[src/rtl/ldst_ctrl_if.sv]
// Issue, data-memory and writeback signals of the load-store controller.
// The slave modport is the controller's view; the master modport is the environment's view.
`timescale 1ns/1ps
interface ldst_ctrl_if #(
    parameter int TAG_WIDTH = 6
);
    logic                 flush;
    logic                 in_valid;
    logic                 in_ready;
    logic                 in_is_store;
    logic [2:0]           in_funct3;
    logic [31:0]          in_opd1;
    logic [31:0]          in_opd2;
    logic [31:0]          in_store_data;
    logic [TAG_WIDTH-1:0] in_tag;

    logic                 mem_req_valid;
    logic                 mem_req_ready;
    logic                 mem_req_we;
    logic [31:0]          mem_req_addr;
    logic [31:0]          mem_req_wdata;
    logic [3:0]           mem_req_wstrb;
    logic                 mem_resp_valid;
    logic [31:0]          mem_resp_rdata;

    logic                 wb_valid;
    logic [TAG_WIDTH-1:0] wb_tag;
    logic [31:0]          wb_data;
    logic                 wb_exc;

    modport slave (
        input  flush, in_valid, in_is_store, in_funct3, in_opd1, in_opd2,
               in_store_data, in_tag, mem_req_ready, mem_resp_valid, mem_resp_rdata,
        output in_ready, mem_req_valid, mem_req_we, mem_req_addr, mem_req_wdata,
               mem_req_wstrb, wb_valid, wb_tag, wb_data, wb_exc
    );

    modport master (
        output flush, in_valid, in_is_store, in_funct3, in_opd1, in_opd2,
               in_store_data, in_tag, mem_req_ready, mem_resp_valid, mem_resp_rdata,
        input  in_ready, mem_req_valid, mem_req_we, mem_req_addr, mem_req_wdata,
               mem_req_wstrb, wb_valid, wb_tag, wb_data, wb_exc
    );
endinterface

[src/rtl/ldst_ctrl.sv]
// Load-store sequencing controller: in-order uop queue, one outstanding memory
// transaction at a time, byte-lane formatting of store data and load results.
`timescale 1ns/1ps
module ldst_ctrl #(
    parameter int QUEUE_DEPTH = 4,
    parameter int TAG_WIDTH   = 6
) (
    input  logic       clk,
    input  logic       rst,
    ldst_ctrl_if.slave bus
);
    localparam int PTR_W = $clog2(QUEUE_DEPTH);
    localparam logic [PTR_W:0] DEPTH_C = (PTR_W + 1)'(QUEUE_DEPTH);

    localparam logic [2:0] S_IDLE  = 3'd0;
    localparam logic [2:0] S_CHECK = 3'd1;
    localparam logic [2:0] S_REQ   = 3'd2;
    localparam logic [2:0] S_WAIT  = 3'd3;
    localparam logic [2:0] S_WB    = 3'd4;
    localparam logic [2:0] S_DRAIN = 3'd5;

    logic                 r_q_we     [QUEUE_DEPTH];
    logic [2:0]           r_q_funct3 [QUEUE_DEPTH];
    logic [31:0]          r_q_ea     [QUEUE_DEPTH];
    logic [31:0]          r_q_sdata  [QUEUE_DEPTH];
    logic [TAG_WIDTH-1:0] r_q_tag    [QUEUE_DEPTH];

    logic [PTR_W-1:0]     r_wptr;
    logic [PTR_W-1:0]     r_rptr;
    logic [PTR_W:0]       r_count;
    logic [2:0]           r_state;
    logic [31:0]          r_wb_data;
    logic                 r_wb_exc;

    logic                 w_enq;
    logic                 w_pop;
    logic                 w_empty;
    logic                 w_h_we;
    logic [2:0]           w_h_funct3;
    logic [31:0]          w_h_ea;
    logic [31:0]          w_h_sdata;
    logic [TAG_WIDTH-1:0] w_h_tag;
    logic                 w_exc;
    logic [3:0]           w_wstrb;
    logic [31:0]          w_wdata;
    logic                 w_in_req;
    logic                 w_wb;

    // Select the addressed byte/half from the read word and extend it to 32 bits.
    function automatic logic [31:0] load_extend(input logic [31:0] rdata,
                                                input logic [2:0]  funct3,
                                                input logic [1:0]  off);
        logic [31:0]        sh;
        logic signed [7:0]  b;
        logic signed [15:0] h;
        logic signed [31:0] ext;
        sh  = rdata >> {off, 3'b000};
        b   = sh[7:0];
        h   = sh[15:0];
        ext = '0;
        case (funct3)
            3'b000:  ext = b;
            3'b001:  ext = h;
            3'b100:  ext = {24'h0, sh[7:0]};
            3'b101:  ext = {16'h0, sh[15:0]};
            default: ext = sh;
        endcase
        return $unsigned(ext);
    endfunction

    assign w_empty       = (r_count == '0);
    assign bus.in_ready  = (r_count < DEPTH_C);
    assign w_enq         = bus.in_valid && bus.in_ready && !bus.flush;
    assign w_pop         = (r_state == S_WB);

    assign w_h_we        = r_q_we[r_rptr];
    assign w_h_funct3    = r_q_funct3[r_rptr];
    assign w_h_ea        = r_q_ea[r_rptr];
    assign w_h_sdata     = r_q_sdata[r_rptr];
    assign w_h_tag       = r_q_tag[r_rptr];

    // Queue payload; the effective address is formed once, at enqueue.
    always_ff @(posedge clk) begin
        if (w_enq) begin
            r_q_we[r_wptr]     <= bus.in_is_store;
            r_q_funct3[r_wptr] <= bus.in_funct3;
            r_q_ea[r_wptr]     <= bus.in_opd1 + bus.in_opd2;
            r_q_sdata[r_wptr]  <= bus.in_store_data;
            r_q_tag[r_wptr]    <= bus.in_tag;
        end
    end

    always_ff @(posedge clk or posedge rst) begin
        if (rst) begin
            r_wptr  <= '0;
            r_rptr  <= '0;
            r_count <= '0;
        end else if (bus.flush) begin
            r_wptr  <= '0;
            r_rptr  <= '0;
            r_count <= '0;
        end else begin
            if (w_enq) r_wptr <= r_wptr + 1'b1;
            if (w_pop) r_rptr <= r_rptr + 1'b1;
            case ({w_enq, w_pop})
                2'b10:   r_count <= r_count + 1'b1;
                2'b01:   r_count <= r_count - 1'b1;
                default: r_count <= r_count;
            endcase
        end
    end

    always_comb begin
        w_exc = 1'b0;
        case (w_h_funct3)
            3'b001, 3'b101:         w_exc = w_h_ea[0];
            3'b010:                 w_exc = |w_h_ea[1:0];
            3'b011, 3'b110, 3'b111: w_exc = 1'b1;
            default:                w_exc = 1'b0;
        endcase
    end

    always_comb begin
        w_wstrb = 4'b1111;
        case (w_h_funct3[1:0])
            2'b00:   w_wstrb = 4'b0001 << w_h_ea[1:0];
            2'b01:   w_wstrb = 4'b0011 << w_h_ea[1:0];
            default: w_wstrb = 4'b1111;
        endcase
    end

    assign w_wdata = w_h_sdata << {w_h_ea[1:0], 3'b000};

    // A handshake taken in the flush cycle still counts: stores are done, loads must drain.
    always_ff @(posedge clk or posedge rst) begin
        if (rst) begin
            r_state <= S_IDLE;
        end else begin
            case (r_state)
                S_IDLE:  if (!bus.flush && !w_empty) r_state <= S_CHECK;
                S_CHECK: begin
                    if (bus.flush)  r_state <= S_IDLE;
                    else if (w_exc) r_state <= S_WB;
                    else            r_state <= S_REQ;
                end
                S_REQ: begin
                    if (bus.mem_req_ready) begin
                        if (w_h_we) r_state <= bus.flush ? S_IDLE : S_WB;
                        else        r_state <= bus.flush ? S_DRAIN : S_WAIT;
                    end else if (bus.flush) begin
                        r_state <= S_IDLE;
                    end
                end
                S_WAIT: begin
                    if (bus.flush)               r_state <= bus.mem_resp_valid ? S_IDLE : S_DRAIN;
                    else if (bus.mem_resp_valid) r_state <= S_WB;
                end
                S_WB:    r_state <= S_IDLE;
                S_DRAIN: if (bus.mem_resp_valid) r_state <= S_IDLE;
                default: r_state <= S_IDLE;
            endcase
        end
    end

    always_ff @(posedge clk) begin
        case (r_state)
            S_CHECK: begin
                r_wb_data <= '0;
                r_wb_exc  <= w_exc;
            end
            S_WAIT: begin
                if (bus.mem_resp_valid)
                    r_wb_data <= load_extend(bus.mem_resp_rdata, w_h_funct3, w_h_ea[1:0]);
            end
            default: begin
                r_wb_data <= r_wb_data;
                r_wb_exc  <= r_wb_exc;
            end
        endcase
    end

    assign w_in_req          = (r_state == S_REQ);
    assign bus.mem_req_valid = w_in_req;
    assign bus.mem_req_we    = w_in_req && w_h_we;
    assign bus.mem_req_addr  = w_in_req ? {w_h_ea[31:2], 2'b00} : 32'h0;
    assign bus.mem_req_wdata = (w_in_req && w_h_we) ? w_wdata : 32'h0;
    assign bus.mem_req_wstrb = (w_in_req && w_h_we) ? w_wstrb : 4'b0000;

    assign w_wb              = (r_state == S_WB) && !bus.flush;
    assign bus.wb_valid      = w_wb;
    assign bus.wb_tag        = w_wb ? w_h_tag : '0;
    assign bus.wb_data       = w_wb ? r_wb_data : 32'h0;
    assign bus.wb_exc        = w_wb && r_wb_exc;
endmodule

[src/flat_wrapper.sv]
// flat-port wrapper written by rule: the top's interface ports become plain ports
module ldst_ctrl_flat 
#(
    parameter int QUEUE_DEPTH = 4,
    parameter int TAG_WIDTH   = 6
)
  (clk, rst, bus_flush, bus_in_valid, bus_in_is_store, bus_in_funct3, bus_in_opd1, bus_in_opd2, bus_in_store_data, bus_in_tag, bus_mem_req_ready, bus_mem_resp_valid, bus_mem_resp_rdata, bus_in_ready, bus_mem_req_valid, bus_mem_req_we, bus_mem_req_addr, bus_mem_req_wdata, bus_mem_req_wstrb, bus_wb_valid, bus_wb_tag, bus_wb_data, bus_wb_exc);
  ldst_ctrl_if #(.TAG_WIDTH(TAG_WIDTH)) bus_i ();
  input  logic clk;
  input  logic rst;
  input wire logic [$bits(bus_i.flush)-1:0] bus_flush;
  input wire logic [$bits(bus_i.in_valid)-1:0] bus_in_valid;
  input wire logic [$bits(bus_i.in_is_store)-1:0] bus_in_is_store;
  input wire logic [$bits(bus_i.in_funct3)-1:0] bus_in_funct3;
  input wire logic [$bits(bus_i.in_opd1)-1:0] bus_in_opd1;
  input wire logic [$bits(bus_i.in_opd2)-1:0] bus_in_opd2;
  input wire logic [$bits(bus_i.in_store_data)-1:0] bus_in_store_data;
  input wire logic [$bits(bus_i.in_tag)-1:0] bus_in_tag;
  input wire logic [$bits(bus_i.mem_req_ready)-1:0] bus_mem_req_ready;
  input wire logic [$bits(bus_i.mem_resp_valid)-1:0] bus_mem_resp_valid;
  input wire logic [$bits(bus_i.mem_resp_rdata)-1:0] bus_mem_resp_rdata;
  output wire logic [$bits(bus_i.in_ready)-1:0] bus_in_ready;
  output wire logic [$bits(bus_i.mem_req_valid)-1:0] bus_mem_req_valid;
  output wire logic [$bits(bus_i.mem_req_we)-1:0] bus_mem_req_we;
  output wire logic [$bits(bus_i.mem_req_addr)-1:0] bus_mem_req_addr;
  output wire logic [$bits(bus_i.mem_req_wdata)-1:0] bus_mem_req_wdata;
  output wire logic [$bits(bus_i.mem_req_wstrb)-1:0] bus_mem_req_wstrb;
  output wire logic [$bits(bus_i.wb_valid)-1:0] bus_wb_valid;
  output wire logic [$bits(bus_i.wb_tag)-1:0] bus_wb_tag;
  output wire logic [$bits(bus_i.wb_data)-1:0] bus_wb_data;
  output wire logic [$bits(bus_i.wb_exc)-1:0] bus_wb_exc;
  assign bus_i.flush = bus_flush;
  assign bus_i.in_valid = bus_in_valid;
  assign bus_i.in_is_store = bus_in_is_store;
  assign bus_i.in_funct3 = bus_in_funct3;
  assign bus_i.in_opd1 = bus_in_opd1;
  assign bus_i.in_opd2 = bus_in_opd2;
  assign bus_i.in_store_data = bus_in_store_data;
  assign bus_i.in_tag = bus_in_tag;
  assign bus_i.mem_req_ready = bus_mem_req_ready;
  assign bus_i.mem_resp_valid = bus_mem_resp_valid;
  assign bus_i.mem_resp_rdata = bus_mem_resp_rdata;
  assign bus_in_ready = bus_i.in_ready;
  assign bus_mem_req_valid = bus_i.mem_req_valid;
  assign bus_mem_req_we = bus_i.mem_req_we;
  assign bus_mem_req_addr = bus_i.mem_req_addr;
  assign bus_mem_req_wdata = bus_i.mem_req_wdata;
  assign bus_mem_req_wstrb = bus_i.mem_req_wstrb;
  assign bus_wb_valid = bus_i.wb_valid;
  assign bus_wb_tag = bus_i.wb_tag;
  assign bus_wb_data = bus_i.wb_data;
  assign bus_wb_exc = bus_i.wb_exc;
  ldst_ctrl #(.QUEUE_DEPTH(QUEUE_DEPTH), .TAG_WIDTH(TAG_WIDTH)) u_core (.clk(clk), .rst(rst), .bus(bus_i));
endmodule
[config.mk]
export PLATFORM = sky130hd
export DESIGN_NAME = ldst_ctrl_flat
export DESIGN_NICKNAME = d
export VERILOG_FILES = /design/src/rtl/ldst_ctrl_if.sv /design/src/rtl/ldst_ctrl.sv /design/src/flat_wrapper.sv
export SDC_FILE = /design/constraint.sdc
export NUM_CORES = 1
export LEC_CHECK = 0
export CORE_MARGIN = 3
export CORE_UTILIZATION = 35
export CTS_BUF_LIST = sky130_fd_sc_hd__clkbuf_4
export CTS_CLUSTER_SIZE = 8
export DETAILED_ROUTE_END_ITERATION = 10
export PLACE_DENSITY = 0.62
export RECOVER_POWER = 100
export SYNTH_ARGS = -nofsm -noshare
export SYNTH_HDL_FRONTEND = slang
export SYNTH_SLANG_ARGS = --single-unit
[constraint.sdc]
create_clock -name clk -period 3.2 [get_ports clk]
set_input_delay 0.64 -clock clk [delete_from_list [all_inputs] [get_ports clk]]
set_output_delay 0.64 -clock clk [all_outputs]
set_load 0.02 [all_outputs]
==> results of run 1 <==
## cell usage in the layout (no fill, tap or decap), types with 8 or more instances in the layout
cell type / count
nor2_1: 49
ha_1: 36
nor2b_1: 19
a211oi_1: 24
mux2i_1: 28
clkdlybuf4s50_1: 100
and2_4: 29
buf_12: 22
dlygate4sd3_1: 44
xor2_1: 11
mux4_2: 74
dfrtp_1: 8
buf_4: 144
buf_6: 25
clkbuf_2: 34
xnor2_1: 23
nand2_1: 65
clkbuf_4: 126
clkinv_1: 14
a211oi_2: 12
a21oi_1: 59
and2_1: 50
buf_2: 8
inv_1: 18
o21ai_0: 40
edfxtp_1: 329
## worst paths after layout
| kind | cells after the start | start | end |
|---|---|---|---|
| max | 8 | u_core.r_rptr[0] | bus_mem_req_wdata[22] |
| min | 2 | rst | u_core.r_state[1] |
| max reg2reg | 11 | u_core.r_rptr[0] | u_core.r_wb_data[18] |
| min reg2reg | 1 | u_core.r_state[1] | u_core.r_state[1] |
| max in group asynchronous | 2 | rst | u_core.r_rptr[0] |
| min in group clk | 1 | u_core.r_state[1] | u_core.r_state[1] |
## Yosys cell counts, drive strengths merged (5+ instances only)
library cell	number
or2	5
o21a	5
nand2	67
edfxtp	329
xnor2	23
mux4	74
ha	36
nand2b	5
a31oi	6
a21oi	65
a211oi	37
a21o	5
mux2i	35
o21bai	6
o21ai	46
nand4	5
and3	5
clkbuf	38
dfrtp	10
nor2b	26
xor2	11
and2	79
buf	22
nor2	60
inv	20
## state kept, by name (all words and copies together), names as in the netlist
signal and count:
u_core.r_count 3, u_core.r_q_ea 128, u_core.r_q_funct3 12, u_core.r_q_sdata 128, u_core.r_q_tag 24, u_core.r_q_we 4
u_core.r_rptr 2, u_core.r_state 3, u_core.r_wb_data 32, u_core.r_wb_exc 1, u_core.r_wptr 2
## what timing repair did
item,4_1_cts,5_1_grt
cloned,7,5
setup endpoints to repair,108,113
pin swaps,4,13
gates resized for setup,375,226
buffers inserted,20,17
## routing by layer
| layer | up-vias | global-route usage |
|---|---|---|
| li1 | 4983 | - |
| met1 | 5224 | 0.2181 |
| met2 | 386 | 0.2954 |
| met3 | 66 | 0.04241 |
| met4 | 4 | 0.04892 |
| met5 | - | 0 |
## worst reg2reg max path: stages, from the launching register on
cell       delay, ps
dfrtp_4          480
mux4_2           610
buf_12           180
clkbuf_16        170
buf_4            190
nor2b_2          120
a211oi_1          50
a21oi_1          190
mux2i_1          100
or4_4            510
buf_6            170
o21ai_0           90
## cells by family after synthesis
group,Yosys count,share of synthesized area
DFF,339,0.6402
and+or+nand+nor,268,0.08634
AOI/OAI and AO/OA,190,0.07377
muxes,109,0.1275
buffers and inverters,81,0.02222
adders and majority gates,38,0.03100
xor gates and xnor gates,34,0.01882
other,1,0.0002370
## report_power, final
group	internal [mW]	switching, mW	leakage (nW)
Clock	1.89	1.68	0.647
Combinational	1.23	1.38	4.05
Sequential	5.33	0.102	3.14
Total	8.45	3.16	7.84
## cell type report
type / instances / area, um^2
flip-flops and latches: 339 / 10140
clock buffers: 126 / 945.9
diodes: 6 / 15.01
inverters: 21 / 78.83
clock inverters: 23 / 141.4
fillers: 3864 / 22920
well taps: 592 / 740.7
repair buffers: 392 / 3739
multi-input cells: 641 / 5695
## metrics by stage
stage               area [um^2]  worst slack, ps
floorplan                 15830            331.0
global placement          19710           -435.0
CTS                       21130           -373.6
finish                    21490           -211.5
detailed placement        19710           -448.1
global route              21490           -347.2
==> flow_metrics.env, run 1 <==
export IMPL_status="complete, but fails checks"
export IMPL_violations="setup timing"
export IMPL_layoutNonFillerInstCount=2140
export IMPL_hold_slack_ps=378.8
export IMPL_cts_htree_levels=3
export IMPL_ys_warnings_count=0
export IMPL_worstPathArrival_ps=2770
export IMPL_wl_met3_mm=3.049
export IMPL_vias=10660
export IMPL_fin_tns_setup_ps=-4498
export IMPL_core_um2=44410
export IMPL_hold_violations=0
export IMPL_fin_ws_ps=-211.5
export IMPL_cp_num_buf_inv=3
export IMPL_crit_slowest_cell="mux4_2"
export IMPL_track_usage=0.1725
export IMPL_dr_first_iter_drc_count=698
export IMPL_overflow=0
export IMPL_antenna_found_initial=9
export IMPL_clk_pin_slew_ps=60
export IMPL_ant_nets=0
export IMPL_skew_ps=26.07
export IMPL_cpPeakStageDelay_ps=600
export IMPL_p_per_area_nw_per_um2=540.2
export IMPL_grt_pass1_wl_mm=63.23
export IMPL_synth_ff_type="edfxtp_1"
export IMPL_die_w_um=218.6
export IMPL_viasPerCell=4.983
export IMPL_drive_gt1_frac=0.3547
export IMPL_drv_slew=0
export IMPL_die_area_um2=47800
export IMPL_worstPathCellList="mux4_2, buf_12, buf_12, mux2i_1, nor2_1, a21oi_2, nor2_2, buf_6"
export IMPL_met1Wirelength_mm=17.42
export IMPL_firstDrtPassIters=5
export IMPL_ios=255
export IMPL_synth_cell_types=56
export IMPL_min_path_type="primary input to asynchronous set/reset pin"
export IMPL_drt_total_wl_mm=42.46
export IMPL_die_h_um=218.6
export IMPL_wl_met2_mm=21.19
export IMPL_finalCritPeriodShare=1.066
export IMPL_start_kind="register"
export IMPL_placementRows=77
export IMPL_syn_area_um2=15820
export IMPL_crit_type="register to primary output"
export IMPL_grt_setup_unrepaired="true"
export IMPL_synth_top_cell_area_share=0.6243
export IMPL_wl_per_cell_um=19.84
export IMPL_min_period_ps=3412
export IMPL_place_inst=1941
export IMPL_synth_edff_count=329
export IMPL_fmax_ghz=0.2931
export IMPL_cp_max_fo=7
export IMPL_finalSetupViolCount=53
export IMPL_synth_top_cell_by_area="edfxtp_1"
export IMPL_root_buffer="clkbuf_4"
export IMPL_hold_buffers=0
export IMPL_area_delta_synth_final_pct=35.83
export IMPL_gp_congestion=0.9159
export IMPL_cts_tree="yes"
export IMPL_leakage_nw=7.840
export IMPL_required_ps=2560
export IMPL_drc_errors=0
export IMPL_worstSetupEndpointType="primary output"
export IMPL_peakVddDrop_mv=0.2693
export IMPL_top_layer_used="met5"
export IMPL_ys_ff_latch=339
export IMPL_synthCells=1060
export IMPL_tightestPinTransition_ps=649.9
export IMPL_synth_area_per_cell_um2=14.93
export IMPL_synthTopCellsByArea="edfxtp_1 62%, mux4_2 11%, and2_1 3.1%"
export IMPL_port_buffers=252
export IMPL_fin_util=0.4839
export IMPL_cts_buffers_inserted=85
export IMPL_path_common_cell="buf_12"
export IMPL_relSlewSlack=0.5556
export IMPL_reg2reg_slack_ps=160
export IMPL_critical_path_top_delay_family="multiplexers"
export IMPL_nets=1662
export IMPL_p_total_mw=11.61
export IMPL_clock_latency_ps=710
export IMPL_cts_sinks=339
export IMPL_seq_area_frac_synth=0.6402
export IMPL_grt_pass1_vias=11000
export IMPL_async_flop_share=0.02950
export IMPL_grt_max_degree=52
export IMPL_maxCapViolCount=0
export IMPL_cts_max_path_buffers=3
export IMPL_hpwl_mm=27.86
export IMPL_start_util=0.3563
Note: power is estimated with default switching activity, not from simulation.
==> run 2: changes to the inputs <==
--- a/config.mk
+++ b/config.mk
@@ -10,7 +10,7 @@
 export CTS_BUF_LIST = sky130_fd_sc_hd__clkbuf_4
 export CTS_CLUSTER_SIZE = 8
 export DETAILED_ROUTE_END_ITERATION = 10
-export PLACE_DENSITY = 0.62
+export PLACE_DENSITY = 0.6
 export RECOVER_POWER = 100
 export SYNTH_ARGS = -nofsm -noshare
 export SYNTH_HDL_FRONTEND = slang
==> run 2 against run 1 <==
The flow finishes with violations (capacitance limit, slew limit, setup timing). Sequential share of layout area grew 0.34 points. Core utilization shrank 0.35 points. Die area is the same. Global-route usage shrank 0.29 points. Combinational power shrank 5%. Clock power grew 5.9%. Register-to-register slack lost 20 ps. Critical path type unchanged.
==> flow_metrics.env, run 2 (synthesized netlist as in run 1, its figures left out) <==
export IMPL_placementRows=77
export IMPL_grt_pass1_vias=11070
export IMPL_cp_max_fo=12
export IMPL_fin_util=0.4805
export IMPL_ios=255
export IMPL_finalSetupViolCount=49
export IMPL_overflow=0
export IMPL_drive_gt1_frac=0.3333
export IMPL_layoutNonFillerInstCount=2148
export IMPL_hpwl_mm=27.07
export IMPL_drt_total_wl_mm=41.66
export IMPL_vias=10640
export IMPL_clk_pin_slew_ps=60
export IMPL_fmax_ghz=0.3005
export IMPL_cts_htree_levels=3
export IMPL_final_common_cell="edfxtp_1"
export IMPL_clock_latency_ps=710
export IMPL_die_w_um=218.6
export IMPL_wl_per_cell_um=19.39
export IMPL_finalCritPeriodShare=1.040
export IMPL_min_period_ps=3328
export IMPL_area_delta_synth_final_pct=34.85
export IMPL_root_buffer="clkbuf_4"
export IMPL_port_buffers=252
export IMPL_grt_setup_unrepaired="true"
export IMPL_p_total_mw=11.70
export IMPL_die_area_um2=47800
export IMPL_maxCapViolCount=1
export IMPL_cts_buffers_inserted=89
export IMPL_peakVddDrop_mv=0.2580
export IMPL_start_util=0.3563
export IMPL_violations="capacitance limit, slew limit, setup timing"
export IMPL_track_usage=0.1696
export IMPL_hold_buffers=0
export IMPL_cts_sinks=339
export IMPL_start_kind="register"
export IMPL_grt_max_degree=75
export IMPL_fin_ws_ps=-127.7
export IMPL_hold_slack_ps=403.5
export IMPL_worstSetupEndpointType="primary output"
export IMPL_antenna_found_initial=9
export IMPL_cts_tree="yes"
export IMPL_tightestPinTransition_ps=1818
export IMPL_layout_common_cells="329 x edfxtp_1, 136 x clkbuf_4, 121 x buf_4"
export IMPL_ant_nets=0
export IMPL_drc_errors=0
export IMPL_die_h_um=218.6
export IMPL_hold_violations=0
export IMPL_cts_max_path_buffers=3
export IMPL_nets=1668
export IMPL_dr_first_iter_drc_count=759
export IMPL_grt_pass1_wl_mm=62.38
export IMPL_leakage_nw=7.893
export IMPL_place_inst=1946
export IMPL_worstPathArrival_ps=2690
export IMPL_relSlewSlack=-0.2120
export IMPL_skew_ps=59.66
export IMPL_met2_usage=0.2925
export IMPL_p_per_area_nw_per_um2=548.2
export IMPL_biggestRegsByFlops="u_core.r_q_ea x128, u_core.r_q_sdata x128, u_core.r_wb_data x32"
export IMPL_crit_type="register to primary output"
export IMPL_drv_slew=33
export IMPL_firstDrtPassIters=5
export IMPL_core_um2=44410
export IMPL_use_met3=0.04602
export IMPL_use_met1=0.2092
export IMPL_required_ps=2560
export IMPL_viasPerCell=4.954
export IMPL_gp_congestion=0.8793
export IMPL_status="complete, but fails checks"
export IMPL_min_path_type="primary input to asynchronous set/reset pin"
export IMPL_busiest_layer="met2"
==> run 2: cell count changes in the layout (fill, tap and decap cells not counted), sizes merged <==
cell / before / now
clkdlybuf4s50: 100 / 101
diode: 6 / 2
bufbuf: 0 / 1
clkbuf: 164 / 155
inv: 20 / 21
clkinv: 22 / 21
dlygate4sd2: 3 / 15
buf: 206 / 213
clkdlybuf4s15: 1 / 0
bufinv: 1 / 2
==> run 2: where the power goes <==
group          total (mW)  internal [mW]  switching [mW]
clock network        3.78           2.09            1.69
logic                2.48           1.15            1.33
registers            5.44           5.34          0.0927
==> run 2: path summary, 6_finish.rpt <==
check	to	cells after the start	start	slack, ps
max	bus_mem_req_wdata[17]	7	u_core.r_rptr[0]	-130
min	u_core.r_count[1]	2	rst	400
max reg2reg	u_core.r_wb_data[25]	10	u_core.r_rptr[0]	140
min reg2reg	u_core.r_count[1]	2	u_core.r_count[1]	600
max in group asynchronous	u_core.r_rptr[0]	2	rst	2460
min in group clk	u_core.r_count[1]	2	u_core.r_count[1]	600
==> run 2: final cells by class <==
| type | instances | area, um^2 |
|---|---|---|
| inverters | 21 | 78.83 |
| repair buffers | 394 | 3643 |
| well taps | 592 | 740.7 |
| diodes | 2 | 5.005 |
| clock buffers | 135 | 1013 |
| multi-input cells | 641 | 5559 |
| clock inverters | 24 | 161.4 |
| fillers | 3972 | 23070 |
| flip-flops and latches | 339 | 10140 |
==> run 2: through the flow <==
step / TNS [ps] / cell area (um^2) / setup slack, ps
final: -2058 / 21340 / -127.7
after global routing: -17220 / 21340 / -281.8
after CTS: -9041 / 21220 / -264.7
after detailed placement: -16180 / 19800 / -344.8
after global placement: -13730 / 19800 / -299.7
after floorplan: 0 / 15830 / 331.0
==> run 2: routing by layer <==
layer,vias up,part of all wire
met4,8,0.020
met3,75,0.075
met5,-,0.0014
li1,5013,-
met2,360,0.50
met1,5186,0.41
==> run 2: critical path, stage by stage (launching register included) <==
cell	delay, ps
dfrtp_4	510
mux4_2	600
buf_12	190
nor2b_4	200
buf_6	160
a21oi_1	70
nor2_1	110
buf_4	170
==> run 2: timing repair <==
| item | 4_1_cts | 5_1_grt |
|---|---|---|
| endpoints found under the hold margin | 0 | 0 |
| pin swaps | 11 | 9 |
| buffers inserted | 18 | 19 |
| gates resized for setup | 389 | 130 |
| endpoints found under the setup margin | 108 | 104 |
| cloned | 4 | 4 |
==> run 3: changes to the inputs <==
--- a/config.mk
+++ b/config.mk
@@ -10,7 +10,6 @@
 export CTS_BUF_LIST = sky130_fd_sc_hd__clkbuf_4
 export CTS_CLUSTER_SIZE = 8
 export DETAILED_ROUTE_END_ITERATION = 10
-export PLACE_DENSITY = 0.6
 export RECOVER_POWER = 100
 export SYNTH_ARGS = -nofsm -noshare
 export SYNTH_HDL_FRONTEND = slang
==> constraint.sdc (replaced) <==
create_clock -name clk -period 3.7 [get_ports clk]
set_input_delay 0.74 -clock clk [delete_from_list [all_inputs] [get_ports clk]]
set_output_delay 0.74 -clock clk [all_outputs]
set_load 0.02 [all_outputs]
==> run 3 against run 2 <==
The flow finishes with violations (capacitance limit, slew limit). Final cell count is 3.3% lower. Setup slack better by 250 ps. First-iteration DRC count is 20% lower. Global-route usage is 0.12 points higher. Hold slack better by 78 ps. Wire length is 0.89% lower. Die area stayed put. Design area is 1.9% lower. Critical path type unchanged.
==> flow_metrics.env, run 3 (synthesized netlist as in run 1, its figures left out) <==
export IMPL_place_inst=1892
export IMPL_fin_area_um2=20940
export IMPL_layout_common_cells="329 x edfxtp_1, 121 x clkbuf_4, 112 x clkdlybuf4s50_1"
export IMPL_drt_total_wl_mm=41.29
export IMPL_viasPerCell=5.007
export IMPL_min_period_ps=3583
export IMPL_start_util=0.3563
export IMPL_clock_latency_ps=720
export IMPL_ios=255
export IMPL_cts_htree_levels=3
export IMPL_peakVddDrop_mv=0.1732
export IMPL_cts_sinks=339
export IMPL_cp_max_fo=8
export IMPL_cts_max_path_buffers=3
export IMPL_skew_ps=33.16
export IMPL_clk_pin_slew_ps=70
export IMPL_finalSetupViolCount=0
export IMPL_drc_errors=0
export IMPL_grt_max_degree=39
export IMPL_crit_type="register to primary output"
export IMPL_tightestPinTransition_ps=1811
export IMPL_port_buffers=252
export IMPL_cts_buffers_inserted=86
export IMPL_placementRows=77
export IMPL_ant_nets=0
export IMPL_grt_setup_unrepaired="true"
export IMPL_firstDrtPassIters=5
export IMPL_die_w_um=218.6
export IMPL_die_area_um2=47800
export IMPL_core_um2=44410
export IMPL_start_kind="register"
export IMPL_worstSetupEndpointType="primary output"
export IMPL_required_ps=2960
export IMPL_nets=1596
export IMPL_reg2reg_slack_ps=430
export IMPL_fin_util=0.4714
export IMPL_antenna_found_initial=7
export IMPL_cts_tree="yes"
export IMPL_overflow=0
export IMPL_dp_slack_ps=12.67
export IMPL_hold_slack_ps=481.9
export IMPL_layoutNonFillerInstCount=2078
export IMPL_status="complete, but fails checks"
export IMPL_gp_congestion=0.8974
export IMPL_wl_per_cell_um=19.87
export IMPL_vias=10400
export IMPL_dpl_cell_area_um2=19380
export IMPL_fin_ws_ps=117.4
export IMPL_biggestRegsByFlops="u_core.r_q_ea x128, u_core.r_q_sdata x128, u_core.r_wb_data x32"
export IMPL_grt_pass1_vias=10780
export IMPL_dr_first_iter_drc_count=608
export IMPL_maxCapViolCount=1
export IMPL_area_delta_synth_final_pct=32.32
export IMPL_final_common_cell="edfxtp_1"
export IMPL_track_usage=0.1708
export IMPL_hpwl_mm=27.58
export IMPL_leakage_nw=8.098
export IMPL_worstPathArrival_ps=2840
export IMPL_finalCritPeriodShare=0.9683
export IMPL_fmax_ghz=0.2791
export IMPL_p_per_area_nw_per_um2=476.3
export IMPL_min_path_type="primary input to asynchronous set/reset pin"
export IMPL_nFillCells=3970
export IMPL_grt_pass1_wl_mm=62.32
export IMPL_drv_slew=33
export IMPL_root_buffer="clkbuf_4"
export IMPL_relSlewSlack=-0.2077
export IMPL_hold_violations=0
export IMPL_violations="capacitance limit, slew limit"
export IMPL_die_h_um=218.6
export IMPL_drive_gt1_frac=0.2299
## run 3: changes by cell type in the layout (fill, tap and decap cells not counted), sizes merged, moves of 2 or more
cell           delta
buf             -129
bufinv            +2
clkbuf           -21
clkdlybuf4s15     +3
clkdlybuf4s50    +11
clkinv           +10
dlygate4sd2      +12
dlymetal6s2s     +38
## run 3: path summary, 6_finish.rpt
kind	startpoint	endpoint	depth (start not counted)
max in group asynchronous	rst	u_core.r_rptr[1]	2
min in group clk	u_core.r_count[1]	u_core.r_count[1]	2
worst max-delay path	u_core.r_rptr[0]	bus_mem_req_wdata[17]	10
worst max register to register	u_core.r_rptr[0]	u_core.r_wb_data[18]	11
worst min-delay path	rst	u_core.r_rptr[0]	2
worst min register to register	u_core.r_count[1]	u_core.r_count[1]	2
## run 3: timing repair
action | in CTS | in global routing
hold buffers | 0 | 0
endpoints found under the hold margin | 0 | 0
buffers inserted | 17 | 6
endpoints found under the setup margin | 92 | 73
resized for setup | 118 | 96
cloned | 4 | 0
pin swaps | 1 | 7
## run 3: layout make-up
cell class              instances  area [um^2]  area share
inverters                      21        78.83    0.003765
well taps                     592        740.7     0.03537
flip-flops and latches        339        10140      0.4841
multi-input cells             642         5484      0.2619
clock buffers                 121        908.4     0.04338
diodes                          3        7.507   0.0003585
clock inverters                36        261.5     0.01249
repair buffers                324         3321      0.1586
## run 3: stage by stage
stage | setup TNS [ps] | power, mW
global route | -142.7 | 10.51
global placement | 0 | 6.637
finish | 0 | 9.973
CTS | -91.46 | 10.10
floorplan | 0 | 5.885
detailed placement | 0 | 6.666
## run 3: per-layer routing
layer	part of all wire	vias up	track usage
met5	0.00065	-	0
met1	0.41	5074	0.2127
met2	0.50	383	0.2922
met3	0.062	79	0.04157
met4	0.025	4	0.05762
li1	-	4864	-
## run 3: report_power, final
group          leakage (nW)  internal (mW)  switching, mW
Sequential             3.14           4.62         0.0852
Combinational          4.29          0.883           1.09
Clock                 0.673           1.80           1.49
## run 3: critical path, stage by stage, from the launching register on
cell and delay (ps):
dfrtp_4 530, buf_12 160, buf_16 150, buf_8 130
mux4_2 470, buf_6 150, mux2i_1 130, nor2_1 50
a21oi_1 130, nor2_1 60, buf_4 170
